$ cat src/rtl/pipeline_debug_ctrl.sv
// Debug controller for a pipelined CPU: UART commands run, step, halt, reset and dump the PC.
// Optional macro DEBUG_CYCLE_COUNT_EN adds a 32-bit run-cycle counter that is appended to each dump.
module pipeline_debug_ctrl (
  input  logic        clk,
  input  logic        reset,
  input  logic [7:0]  rx_data,
  input  logic        rx_valid,
  input  logic        tx_busy,
  input  logic        halt_wb,
  input  logic [31:0] pc_value,
  output logic        pipe_en,
  output logic        pipe_rst,
  output logic [7:0]  tx_data,
  output logic        tx_start,
  output logic        done
);

`ifdef DEBUG_CYCLE_COUNT_EN
  localparam int NBYTES = 8;
`else
  localparam int NBYTES = 4;
`endif
  localparam int SW = NBYTES * 8;

  localparam logic [7:0] CMD_C = 8'h63;
  localparam logic [7:0] CMD_S = 8'h73;
  localparam logic [7:0] CMD_H = 8'h68;
  localparam logic [7:0] CMD_R = 8'h72;
  localparam logic [7:0] CMD_D = 8'h64;

  typedef enum logic [1:0] {S_IDLE = 2'd0, S_RUN = 2'd1, S_STEP = 2'd2, S_SEND = 2'd3} state_e;
  typedef enum logic [1:0] {P_ISSUE = 2'd0, P_WAIT_HI = 2'd1, P_WAIT_LO = 2'd2} phase_e;

  state_e          state_q, state_d;
  phase_e          phase_q, phase_d;
  logic [2:0]      idx_q, idx_d;
  logic [SW-1:0]   snap_q, snap_d;
  logic            pipe_en_q, pipe_en_d;
  logic            pipe_rst_q, pipe_rst_d;
  logic            tx_start_q, tx_start_d;
  logic [7:0]      tx_data_q, tx_data_d;
  logic            done_q, done_d;
`ifdef DEBUG_CYCLE_COUNT_EN
  logic [31:0]     cnt_q, cnt_d;
`endif

  // Byte idx of the snapshot, counted from the most significant end.
  function automatic logic [7:0] byte_sel(input logic [SW-1:0] s, input logic [2:0] i);
    logic [SW-1:0] sh;
    sh = s << {i, 3'b000};
    return sh[SW-1 -: 8];
  endfunction

  // Next-state and registered-output decode.
  always_comb begin
    state_d    = state_q;
    phase_d    = phase_q;
    idx_d      = idx_q;
    snap_d     = snap_q;
    pipe_rst_d = 1'b0;
    tx_start_d = 1'b0;
    tx_data_d  = tx_data_q;
    done_d     = done_q;
    case (state_q)
      S_IDLE: begin
        if (rx_valid) begin
          case (rx_data)
            CMD_C: if (!done_q) state_d = S_RUN;  else state_d = S_IDLE;
            CMD_S: if (!done_q) state_d = S_STEP; else state_d = S_IDLE;
            CMD_R: begin
              pipe_rst_d = 1'b1;
              done_d     = 1'b0;
            end
            CMD_D: begin
`ifdef DEBUG_CYCLE_COUNT_EN
              snap_d = {pc_value, cnt_q};
`else
              snap_d = pc_value;
`endif
              idx_d   = 3'd0;
              phase_d = P_ISSUE;
              state_d = S_SEND;
            end
            default: state_d = S_IDLE;
          endcase
        end else begin
          state_d = S_IDLE;
        end
      end
      S_RUN: begin
        // A halt reaching writeback outranks any command arriving alongside it.
        if (halt_wb) begin
          done_d  = 1'b1;
          state_d = S_IDLE;
        end else if (rx_valid) begin
          case (rx_data)
            CMD_H: state_d = S_IDLE;
            CMD_R: begin
              pipe_rst_d = 1'b1;
              done_d     = 1'b0;
              state_d    = S_IDLE;
            end
            default: state_d = S_RUN;
          endcase
        end else begin
          state_d = S_RUN;
        end
      end
      S_STEP: begin
        if (halt_wb) done_d = 1'b1; else done_d = done_q;
        state_d = S_IDLE;
      end
      S_SEND: begin
        case (phase_q)
          P_ISSUE: begin
            if (!tx_busy) begin
              tx_start_d = 1'b1;
              tx_data_d  = byte_sel(snap_q, idx_q);
              phase_d    = P_WAIT_HI;
            end else begin
              phase_d = P_ISSUE;
            end
          end
          P_WAIT_HI: if (tx_busy) phase_d = P_WAIT_LO; else phase_d = P_WAIT_HI;
          P_WAIT_LO: begin
            if (!tx_busy) begin
              phase_d = P_ISSUE;
              if (idx_q == 3'(NBYTES - 1)) begin
                idx_d   = 3'd0;
                state_d = S_IDLE;
              end else begin
                idx_d = idx_q + 3'd1;
              end
            end else begin
              phase_d = P_WAIT_LO;
            end
          end
          default: phase_d = P_ISSUE;
        endcase
      end
      default: state_d = S_IDLE;
    endcase
    pipe_en_d = (state_d == S_RUN) || (state_d == S_STEP);
  end

`ifdef DEBUG_CYCLE_COUNT_EN
  // Cycle counter: cleared together with the pipeline reset pulse.
  always_comb begin
    if (pipe_rst_d)     cnt_d = 32'd0;
    else if (pipe_en_q) cnt_d = cnt_q + 32'd1;
    else                cnt_d = cnt_q;
  end
`endif

  // State and output registers.
  always_ff @(posedge clk or negedge reset) begin
    if (!reset) begin
      state_q    <= S_IDLE;
      phase_q    <= P_ISSUE;
      idx_q      <= 3'd0;
      snap_q     <= '0;
      pipe_en_q  <= 1'b0;
      pipe_rst_q <= 1'b0;
      tx_start_q <= 1'b0;
      tx_data_q  <= 8'h00;
      done_q     <= 1'b0;
`ifdef DEBUG_CYCLE_COUNT_EN
      cnt_q      <= 32'd0;
`endif
    end else begin
      state_q    <= state_d;
      phase_q    <= phase_d;
      idx_q      <= idx_d;
      snap_q     <= snap_d;
      pipe_en_q  <= pipe_en_d;
      pipe_rst_q <= pipe_rst_d;
      tx_start_q <= tx_start_d;
      tx_data_q  <= tx_data_d;
      done_q     <= done_d;
`ifdef DEBUG_CYCLE_COUNT_EN
      cnt_q      <= cnt_d;
`endif
    end
  end

  assign pipe_en  = pipe_en_q;
  assign pipe_rst = pipe_rst_q;
  assign tx_start = tx_start_q;
  assign tx_data  = tx_data_q;
  assign done     = done_q;

endmodule

$ cat config.mk
export PLATFORM = sky130hd
export DESIGN_NAME = pipeline_debug_ctrl
export DESIGN_NICKNAME = d
export VERILOG_FILES = /design/src/rtl/pipeline_debug_ctrl.sv
export SDC_FILE = /design/constraint.sdc
export NUM_CORES = 1
export LEC_CHECK = 0
export CAP_MARGIN = 10
export CORE_MARGIN = 3
export CORE_UTILIZATION = 30
export DETAILED_ROUTE_END_ITERATION = 8
export MAX_ROUTING_LAYER = met4
export PLACE_DENSITY = 0.6
export SKIP_CTS_REPAIR_TIMING = 1
export SLEW_MARGIN = 20
export SYNTH_ARGS = -nofsm -noshare
export SYNTH_HDL_FRONTEND = slang
export SYNTH_SLANG_ARGS = --single-unit
export TNS_END_PERCENT = 20
$ cat constraint.sdc
create_clock -name clk -period 1.7 [get_ports clk]
set_input_delay 0.17 -clock clk [delete_from_list [all_inputs] [get_ports clk]]
set_output_delay 0.17 -clock clk [all_outputs]
set_load 0.005 [all_outputs]
==> summary.md, run 1 <==
| Metric | Value |
|---|---|
| Status | `finished, violations left` |
| Violated checks | `setup timing` |
| EDFF count, synth | `0` |
| Power per Cell Area | `622.6 mW/mm^2` |
| Drt first pass iters | `4` |
| Yosys Warn Count | `0` |
| Worst Path Required | `1.89 ns` |
| Setup CP Type | `flop to flop` |
| Core area | `0.007968 mm^2` |
| First-pass GRT wire length | `9163 um` |
| Most common cell in the netlist | `dfrtp_1` |
| Area leader, netlist | `dfrtp_1` |
| Largest net degree at the start of global routing | `33` |
| # port buffers | `56` |
| Final Hold Violating Endpoints | `0` |
| Fillcell total | `757` |
| Setup slack after layout | `-0.03385 ns` |
| Max Freq | `0.5768 GHz` |
| Worst Skew | `0.006596 ns` |
| Relative slew slack | `0.6857` |
| Area after DPL | `0.003406 mm^2` |
| Final instance area | `0.003522 mm^2` |
| Min-Delay Path Class | `primary input to async pin` |
| Crit end category | `flop` |
| Minimum clock period | `1.734 ns` |
| Avg Inst Size Synth | `14.94 um^2` |
| Netlist cell types | `37` |
| 1st-iter DRT viols | `32` |
| Max cap viols | `0` |
| CP max stage cell | `dfrtp_1` |
| Antenna diodes | `0` |
| Die Width | `98.02 um` |
| Synth async-reset ratio | `1.000` |
| Total track usage | `0.1226` |
| H-tree levels | `2` |
| Root Driver | `clkbuf_8` |
| Mapped Area | `0.002540 mm^2` |
| Yosys top cell area share | `0.5025` |
| Crit path buffers/inverters | `2` |
| Maximum VDD drop | `289.3 uV` |
| Clock Path Buffers | `2` |
| Initial antenna violation count | `0` |
| Layout cells sized above 1 | `0.3398` |
| Vias/cell | `4.640` |
| WL per Instance | `14.81 um` |
| Synthesized Nets | `221` |
| Max Transition Viols Final | `0` |
| Initial Util | `0.3188` |
| Ys flop type | `dfrtp_1` |
| Final Net Count | `309` |
| Crit. Startpoint | `state_q[1]` |
| Grt total ovfl | `0` |
| Die area | `0.009607 mm^2` |
| CTS Sinks | `51` |
| Synthesized flop and latch total | `51` |
| # DRC | `0` |
| Ports | `57` |
| Worst Max-Slew Pin Slew | `0.4715 ns` |
| Critical path launch point type | `flop` |
| DRT antenna net count | `0` |
| Finished Layout Cells | `361` |
| Crit-path leading delay family | `simple AND/OR/NAND/NOR gates` |
| Worst skew pair latency | `0.30 ns` |
| Area Overhead vs Synth | `38.67%` |
| CTS tree | `built` |
| Vias in the first global route | `1899` |
| Worst R2R Start | `state_q[1]` |
| Gpl congestion | `0.7842` |
| Slowest stage delay, CP | `0.42 ns` |
| Total CTS buffers | `5` |
| P_leak | `1.614 nW` |
| Cell count after synthesis | `170` |
| Crit Path Max Fanout | `16` |
| Die height | `98.02 um` |
| Rows | `32` |
| CTS clock-pin slew for the worst setup and hold paths | `0.09 ns` |
| Final setup fails | `17` |
| Post-Place Cells | `351` |
| Top post-synthesis cells by area | `dfrtp_1 50%, mux2_4 18%, mux4_2 7.1%, a22o_1 3.4%, ha_1 3.0%` |
| RSZ-0062 raised after global routing | `yes` |
| Sequential area share after synthesis | `0.5025` |
| Detail Placement HPWL | `4099 um` |
| Critical Path AT | `1.92 ns` |
| Commonest cells in the netlist | `51 x dfrtp_1, 30 x mux2_4, 10 x a22o_1, 8 x mux4_2, 7 x nand2_1` |
| Final period util | `1.020` |
| Total wire length | `5348 um` |
| Via count | `1675` |
| Crit path cell chain | `inv_2 -> ha_4 -> nand3b_1 -> nor2_8 -> buf_12 -> mux2_4` |
-- cell usage in the layout, fill, tap and decap left out, types with 2 or more instances in the layout --
cell,Yosys,routed
a22o_1,10,10
mux2_4,30,30
clkdlybuf4s50_1,0,55
nor3b_1,4,4
ha_1,6,5
a21oi_1,4,3
mux2_2,3,3
dfrtp_1,51,51
inv_1,6,4
mux4_2,8,8
nor2b_1,4,4
and4b_1,2,2
clkbuf_8,0,5
nor2_1,5,5
clkbuf_1,1,2
or4b_4,1,2
buf_4,0,27
buf_12,3,2
o21ai_1,2,2
nand2b_1,3,3
inv_2,0,2
nand2_1,7,7
-- logic make-up (layout without fill, tap and decap cells) --
| family | count (synthesis) | after routing | share of synthesized area |
|---|---|---|---|
| multiplexers | 42 | 42 | 0.2655 |
| buffers and inverters | 12 | 101 | 0.03743 |
| flip-flops | 51 | 51 | 0.5025 |
| adder cells (fa/ha/maj) | 6 | 6 | 0.02956 |
| AO/OA/AOI/OAI | 28 | 28 | 0.08424 |
| AND/OR/NAND/NOR | 30 | 30 | 0.07734 |
| XOR/XNOR | 1 | 1 | 0.003449 |
-- per-stage QoR --
stage | setup slack, ns | setup TNS [ns] | utilization | hold WS (ns) | total power, mW
after floorplan | -0.003416 | -0.1025 | - | -0.1256 | 1.369
after global placement | -0.3279 | -11.56 | 0.4275 | 0.1474 | 1.539
after detailed placement | -0.3440 | -11.89 | 0.4275 | 0.1539 | 1.543
after CTS | -0.05515 | -0.9127 | 0.4377 | -0.1816 | 2.222
after global routing | -0.1255 | -3.571 | 0.4421 | 0.3678 | 2.293
final | -0.03385 | -0.3954 | 0.4421 | 0.3415 | 2.193
-- state kept, by name, summed over array words and instances (netlist names) --
register,flops
tx_start,1
phase_q,2
idx_q,3
pipe_rst,1
state_q,2
done,1
pipe_en,1
tx_data,8
snap_q,32
-- layout make-up --
cell class / count / area [um^2] / share of cell area
Tap cell: 102 / 127.6 / 0.03623
Inverter: 6 / 22.52 / 0.006394
Timing Repair Buffer: 87 / 819.5 / 0.2327
Clock buffer: 7 / 76.32 / 0.02167
Multi-Input combinational cell: 107 / 1195 / 0.3393
Clock inverter: 1 / 5.005 / 0.001421
Sequential cell: 51 / 1276 / 0.3623
-- where the power goes --
part | leakage (nW) | switching, mW | internal (mW)
clock | 0.0422 | 0.385 | 0.290
combinational | 0.865 | 0.0755 | 0.174
sequential | 0.707 | 0.0203 | 1.25
-- per-layer routing --
metal  up-vias  GRT usage  wire (um)
met5         -          -          0
met4         0    0.03195         46
met3         6    0.02857        247
met2        43     0.1911       2554
met1       822     0.1617       2499
li1        804          -          -
-- path summary, 6_finish.rpt --
| path | to | slack [ns] | cells past startpoint |
|---|---|---|---|
| max | snap_q[28] | -0.03 | 6 |
| min | snap_q[30] | 0.34 | 2 |
| max reg2reg | snap_q[28] | -0.03 | 6 |
| min reg2reg | tx_data[5] | 0.51 | 1 |
| max in group asynchronous | snap_q[31] | 0.82 | 3 |
| min in group clk | snap_q[3] | 0.48 | 2 |
Power figures use the tool's default switching activity.
==> run 2: changes to the inputs <==
--- a/config.mk
+++ b/config.mk
@@ -16,4 +16,3 @@
 export SYNTH_ARGS = -nofsm -noshare
 export SYNTH_HDL_FRONTEND = slang
 export SYNTH_SLANG_ARGS = --single-unit
-export TNS_END_PERCENT = 20
==> run 2 against run 1 <==
  * The flow still finishes with violations (setup timing)
  * Sequential power barely moved
  * Flip-flop and latch count did not move
  * Count of clock-buffer cells in the layout did not move
  * Global-route usage did not move
  * Power barely moved
  * Clock skew barely moved
  * Sequential share of layout area fell by 0.15 points
  * Final area rose by 0.43%
==> summary.md, run 2 (same netlist as run 1, synthesis figures left out) <==
| Metric | Value |
|---|---|
| Critical path launch point type | `flop (unchanged)` |
| Via count | `1679 (was 1675)` |
| Most frequent cells in the layout | `55 x clkdlybuf4s50_1, 51 x dfrtp_1, 30 x mux2_4 (unchanged)` |
| Max reg flops | `32 (unchanged)` |
| Relative slew slack | `0.6857 (unchanged)` |
| Finished Layout Cells | `362 (was 361)` |
| Critical Path AT | `1.93 ns (was 1.92 ns)` |
| CTS Sinks | `51 (unchanged)` |
| Maximum VDD drop | `289.8 uV (was 289.3 uV)` |
| Worst Max-Slew Pin Slew | `0.4715 ns (unchanged)` |
| Combinational Power Share | `0.114 (about the same)` |
| RSZ-0062 raised after global routing | `yes (unchanged)` |
| Register with the most flip-flops | `snap_q (unchanged)` |
| Internal power | `1.713 mW (about the same)` |
| Final Net Count | `310 (was 309)` |
| Layout cells sized above 1 | `0.3462 (was 0.3398)` |
| Max cap viols | `0 (unchanged)` |
| Violated checks | `setup timing (unchanged)` |
| Crit end category | `flop (unchanged)` |
| Setup CP Type | `flop to flop (unchanged)` |
| 1st-iter DRT viols | `20 (was 32)` |
| Grt total ovfl | `0 (unchanged)` |
| Rows | `32 (unchanged)` |
| Final Hold Violating Endpoints | `0 (unchanged)` |
| Max Transition Viols Final | `0 (unchanged)` |
| Power per Cell Area | `619.8 mW/mm^2 (was 622.6 mW/mm^2)` |
| Drt first pass iters | `4 (unchanged)` |
| Max Freq | `0.5749 GHz (was 0.5768 GHz)` |
| Crit path cell chain | `inv_2 -> ha_4 -> nand3b_1 -> nor2_8 -> buf_12 -> mux2_4 (unchanged)` |
| CTS tree | `built (unchanged)` |
| P_leak | `1.620 nW (was 1.614 nW)` |
| Switching Fraction | `0.2188 (was 0.2191)` |
| Slowest stage delay, CP | `0.42 ns (about the same)` |
| Vias/cell | `4.638 (was 4.640)` |
| Die Width | `98.02 um (unchanged)` |
| Final setup fails | `22 (was 17)` |
| Clock Path Buffers | `2 (unchanged)` |
| Ports | `57 (unchanged)` |
| Vias in the first global route | `1899 (unchanged)` |
| TNS Setup | `-0.4984 ns (was -0.3954 ns)` |
| First-pass GRT wire length | `9163 um (unchanged)` |
| WL per Instance | `14.88 um (was 14.81 um)` |
| Root Driver | `clkbuf_8 (unchanged)` |
| Initial Util | `0.3188 (unchanged)` |
| Part of the power in registers | `0.579 (about the same)` |
| Worst Skew | `0.006601 ns (was 0.006596 ns)` |
| Die area | `0.009607 mm^2 (unchanged)` |
| Crit Path Max Fanout | `16 (unchanged)` |
| Total CTS buffers | `5 (unchanged)` |
| Gpl congestion | `0.7842 (unchanged)` |
| Worst skew pair latency | `0.30 ns (about the same)` |
| Post-Place Cells | `351 (unchanged)` |
| Setup slack after layout | `-0.03952 ns (was -0.03385 ns)` |
| Total track usage | `0.1226 (unchanged)` |
| Min-Delay Path Class | `primary input to async pin (unchanged)` |
| Commonest non-fill, non-tap cell in the layout | `clkdlybuf4s50_1 (unchanged)` |
| CTS clock-pin slew for the worst setup and hold paths | `0.09 ns (about the same)` |
| Clock network power share | `0.307 (was 0.308)` |
| CP max stage cell | `dfrtp_1 (unchanged)` |
| Crit-path leading delay family | `simple AND/OR/NAND/NOR gates (unchanged)` |
| DRT antenna net count | `0 (unchanged)` |
| Detail Placement HPWL | `4099 um (unchanged)` |
| Area Overhead vs Synth | `39.26% (was 38.67%)` |
| # DRC | `0 (unchanged)` |
| Crit path buffers/inverters | `2 (unchanged)` |
| Status | `finished, violations left (unchanged)` |
| Largest net degree at the start of global routing | `33 (unchanged)` |
| Minimum clock period | `1.740 ns (was 1.734 ns)` |
| Antenna diodes | `0 (unchanged)` |
| Final period util | `1.023 (was 1.020)` |
| H-tree levels | `2 (unchanged)` |
| Worst Path Required | `1.89 ns (about the same)` |
| Die height | `98.02 um (unchanged)` |
| Net Switching | `0.4798 mW (was 0.4805 mW)` |
| Core area | `0.007968 mm^2 (unchanged)` |
| # port buffers | `56 (unchanged)` |
| Initial antenna violation count | `0 (unchanged)` |
| Total wire length | `5385 um (was 5348 um)` |
==> run 2: area by class of cell <==
class,count,area [um^2]
clock buffers,7,76.32
flip-flops and latches,51,1276
fillers,761,4431
clock inverters,1,5.005
inverters,6,22.52
multi-input cells,107,1199
well taps,102,127.6
repair buffers,88,830.8
==> run 2: worst paths after layout <==
check / start / to / slack (ns) / cells after the start
worst min register to register: tx_data[5] / tx_data[5] / 0.51 / 1
worst max register to register: state_q[1] / snap_q[28] / -0.04 / 6
worst min-delay path: reset / snap_q[30] / 0.34 / 2
worst max-delay path: state_q[1] / snap_q[28] / -0.04 / 6
max in group asynchronous: reset / snap_q[31] / 0.82 / 3
min in group clk: pc_value[3] / snap_q[3] / 0.48 / 2
==> run 2: through the flow <==
step	hold slack, ns	worst slack (ns)	power (mW)	util	cell area (um^2)
final	0.3417	-0.03952	2.192	0.4439	3537
after global routing	0.3678	-0.1263	2.293	0.4439	3537
after CTS	-0.1816	-0.05515	2.222	0.4377	3487
after detailed placement	0.1539	-0.3440	1.543	0.4275	3406
after global placement	0.1474	-0.3279	1.539	0.4275	3406
after floorplan	-0.1256	-0.003416	1.369	-	2552
==> run 2: per-layer routing <==
metal  up-vias  track usage  part of all wire
met5         -            -                 0
met4         0      0.03195            0.0085
met3         6      0.02857             0.046
met2        43       0.1911              0.48
met1       823       0.1617              0.47
li1        807            -                 -
==> run 2: power by group through the flow <==
stage	Combinational (mW)	Sequential, mW	Clock, mW
4_1_cts	0.251	1.27	0.701
6_report	0.250	1.27	0.674
3_5_place_dp	0.249	1.29	0
3_3_place_gp	0.247	1.29	0
2_1_floorplan	0.0828	1.29	0
5_1_grt	0.271	1.27	0.747
==> edit 1 (settings of run 2) <==
Re-encode `phase_e` (3 values) as one-hot, 3 bits wide.
--- a/src/rtl/pipeline_debug_ctrl.sv
+++ b/src/rtl/pipeline_debug_ctrl.sv
@@ -31,3 +31,3 @@
   typedef enum logic [1:0] {S_IDLE = 2'd0, S_RUN = 2'd1, S_STEP = 2'd2, S_SEND = 2'd3} state_e;
-  typedef enum logic [1:0] {P_ISSUE = 2'd0, P_WAIT_HI = 2'd1, P_WAIT_LO = 2'd2} phase_e;
+  typedef enum logic [2:0] {P_ISSUE = 3'b001, P_WAIT_HI = 3'b010, P_WAIT_LO = 3'b100} phase_e;
 
Check against the original RTL: same outputs for any inputs over 10 cycles, from zero or initial values and one cycle with reset low; not proved beyond that.
==> edit 1 against run 2 <==
  * Critical path depth did not move
  * Clock skew rose by 0.0090 ns
  * Worst setup slack got worse by 0.20 ns
  * Global-route usage barely moved
  * Wire length rose by 4.0%
  * The flow still finishes with violations (negative setup slack)
  * Critical endpoint is now snap_q[31]$_DFFE_PN0P_
  * Clock power rose by 10%
  * Area after synthesis fell by 1.7%
  * Combinational power fell by 5%
  * Fmax fell by 10%
  * Design area rose by 1.1%
  * Sequential cell count rose by 1
  * Power rose by 3.5%
==> edit 1: results (changes against run 2) <==
[metrics] status: finished, violations left
[metrics] violations in the final reports: negative setup slack
[metrics] Hold Worst Slack: 0.271 ns (-0.0707 ns)
[metrics] wire length of the first global-routing pass: 9230 µm (+0.68%)
[metrics] top post-synthesis cells by area: dfrtp_1, mux2_2, mux4_2, a22o_1, ha_1
[metrics] Layout Nets: 327 (+5.5%)
[metrics] post-synthesis adder-cell area fraction: 3.01% (+0.050 points)
[metrics] final setup violating endpoints: 39 (+77%)
[metrics] share of layout cells above drive strength 1: 34.7% (+0.042 points)
[metrics] Mapped Nets: 241 (+9.0%)
[metrics] longest individual stage delay on the worst path: 0.48 ns (+0.06 ns)
[metrics] master cell of the clock root buffer: clkbuf_8
[metrics] launch instance of the worst register-to-register path: state_q[0]$_DFF_PN0_
[metrics] worst setup margin: -0.244 ns (-0.204 ns)
[metrics] number of buffers between clock root and the deepest sink: 2 (unchanged)
[metrics] transition time at the pin with the least slew margin: 0.347 ns (-0.125 ns)
[metrics] post-route insts no fill: 379 (+4.7%)
[metrics] Post-Synthesis Cells: 190 (+12%)
[metrics] arrival time of the worst setup path: 2.14 ns (+0.21 ns)
[metrics] Static Leakage: 1.62 nW (+0.24%)
[metrics] WL per Instance: 14.8 µm (-0.64%)
[metrics] worst-case setup slack after placement: -0.635 ns (-0.291 ns)
[metrics] worst-path cell with the longest stage delay: or4_4
[metrics] vias after detailed routing: 1842 (+9.7%)
[metrics] kind of path behind the tightest hold check: primary input to async pin
[metrics] switching power of the nets: 536 µW (+12%)
[metrics] last element of the critical path: snap_q[31]$_DFFE_PN0P_
[metrics] Compound-Gate Fraction of Synth Area: 10.6% (+2.1 points)
[metrics] worst clock skew: 0.0156 ns (+0.00896 ns)
[metrics] routability cong.: 0.854 (+8.9%)
[metrics] drt first-iter violations: 71 (+250%)
[metrics] overall global routing resource usage: 12.2% (-0.036 points)
[metrics] sum of net half-perimeters after detailed placement: 4150 µm (+1.2%)
[metrics] worst ir drop on vdd: 0.340 mV (+17%)
[metrics] final sum of negative setup slack: -8.53 ns (-8.03 ns)
[metrics] part of the Yosys area used for sequential elements: 52.2% (+1.9 points)
[metrics] clock transition time at the flip-flop clock pins of the worst setup and hold paths: 0.11 ns (+0.02 ns)
[metrics] worst-path maximum fanout: 32 (+16)
[metrics] mux cell area share after synthesis: 21.6% (-4.9 points)
[metrics] number of global-route vias before repair: 1874 (-1.3%)
[metrics] most instantiated cells after synthesis: dfrtp_1, mux2_2, nand2_1
[metrics] Placement Cell Area: 0.00337 mm² (-1.2%)
[metrics] number of cells after detailed placement: 366 (+4.3%)
[metrics] count of cell types in the netlist: 35 (-5.4%)
[metrics] post-synthesis xor/xnor area fraction: 0% (-0.34 points)
edit 1: final cells by class:
class	count	area (µm²)
fill	726	4310
sequential	52	1300
multi-input combinational	126	1220
timing repair buffer	87	816
tap	102	128
clock buffer	5	68.8
clock inverter	3	25.0
inverter	4	15.0
edit 1: metal layers:
layer,GRT usage [%],routed length (µm)
met5,-,0
met4,4.79,118
met3,1.58,150
met2,19.4,2800
met1,16.0,2540
edit 1: power by group through the flow:
stage / Clock (mW) / Sequential (mW) / Combinational, mW
after floorplan: 0 / 1.31 / 0.0600
after global placement: 0 / 1.31 / 0.230
after detailed placement: 0 / 1.31 / 0.232
after CTS: 0.773 / 1.29 / 0.233
after global routing: 0.814 / 1.29 / 0.257
final: 0.743 / 1.29 / 0.237
edit 1: worst reg2reg max path: stages (launching register included):
cell	delay (ns)
dfrtp_2	0.41
inv_2	0.08
ha_4	0.13
or2b_1	0.23
or4_4	0.48
buf_12	0.20
mux2_2	0.31
==> edit 2 (config.mk and constraints of run 2) <==
Made on the original files. Build with the macro `DEBUG_CYCLE_COUNT_EN` defined.
--- a/src/rtl/pipeline_debug_ctrl.sv
+++ b/src/rtl/pipeline_debug_ctrl.sv
@@ -2,2 +2,4 @@
 // Optional macro DEBUG_CYCLE_COUNT_EN adds a 32-bit run-cycle counter that is appended to each dump.
+`define DEBUG_CYCLE_COUNT_EN
+
 module pipeline_debug_ctrl (
Function: no difference found for any inputs over 4 cycles, from zero or initial values and one cycle with reset low; that may be too few to reach the edited logic, so the function may still have changed.
==> edit 2 against run 2 <==
  * The flow still finishes with violations (negative setup slack)
  * Hold slack got worse by 0.11 ns
  * Design area rose by 130%
  * Sequential cell count rose by 64
  * Worst setup slack got worse by 0.11 ns
  * Wire length rose to 2.6 times the old value
  * Clock skew rose by 0.0021 ns
  * Non-clock buffer count rose by 34
  * Combinational power rose to 3.0 times the old value
  * Area after synthesis rose by 120%
  * Critical path type unchanged
  * Clock power rose to 5.9 times the old value
  * Power rose to 3.5 times the old value
==> edit 2: results (changes against run 2) <==
[metrics] post-route insts no fill: 802 (+120%)
[metrics] Largest register FFs: 64 (+100%)
[metrics] Crit path max-delay family: buffers and inverters
[metrics] worst setup margin: -0.149 ns (-0.109 ns)
[metrics] overall global routing resource usage: 13.3% (+1.1 points)
[metrics] drt first-iter violations: 204 (+920%)
[metrics] pin count of the biggest net entering global routing: 53 (+61%)
[metrics] Layout Nets: 613 (+98%)
[metrics] transition time at the pin with the least slew margin: 0.421 ns (-0.0500 ns)
[metrics] status: finished, violations left
[metrics] combinational cell power: 738 µW (+200%)
[metrics] top post-synthesis cells by area: dfrtp_1, mux2_1, mux4_2, nor2_1, xor2_1
[metrics] worst-case setup slack after placement: -0.352 ns (-0.00818 ns)
[metrics] longest individual stage delay on the worst path: 0.39 ns (-0.03 ns)
[metrics] total number of H-tree levels: 4 (+2)
[metrics] Mapped Nets: 492 (+120%)
[metrics] clock latency on the worst-skew pair: 0.41 ns (+0.11 ns)
[metrics] count of cell types in the netlist: 56 (+51%)
[metrics] met2 Track Usage GR: 21.3% (+2.2 points)
[metrics] number of global-route vias before repair: 4002 (+110%)
[metrics] routability cong.: 0.842 (+7.3%)
[metrics] global routing usage on met3: 3.82% (+0.96 points)
[metrics] wire length of the first global-routing pass: 20500 µm (+120%)
[metrics] Pint: 6.12 mW (+260%)
[metrics] violations in the final reports: negative setup slack
[metrics] routed wire length: 14000 µm (+160%)
[metrics] via count normalized by instance count: 4.94 (+6.5%)
[metrics] Compound-Gate Fraction of Synth Area: 4.13% (-4.3 points)
[metrics] part of the Yosys area used for sequential elements: 51.0% (+0.79 points)
[metrics] final setup violating endpoints: 68 (+210%)
[metrics] clock transition time at the flip-flop clock pins of the worst setup and hold paths: 0.05 ns (-0.04 ns)
-- edit 2: final cells by class --
class	instances	area, µm²
sequential	115	2880
clock buffer	24	502
multi-input combinational	296	2890
inverter	8	30.0
clock inverter	8	170
fill	1593	10200
timing repair buffer	122	1260
tap	229	287
-- edit 2: final timing paths --
check,startpoint,slack (ns),endpoint
max reg2reg,state_q[1]$_DFF_PN0_,-0.15,snap_q[2]$_DFFE_PN0P_
max,state_q[1]$_DFF_PN0_,-0.15,snap_q[2]$_DFFE_PN0P_
min reg2reg,snap_q[50]$_DFFE_PN0P_,0.48,snap_q[50]$_DFFE_PN0P_
min,reset,0.23,cnt_q[0]$_DFFE_PN0P_
max in group asynchronous,reset,0.87,cnt_q[14]$_DFFE_PN0P_
min in group clk,pc_value[12],0.36,snap_q[44]$_DFFE_PN0P_
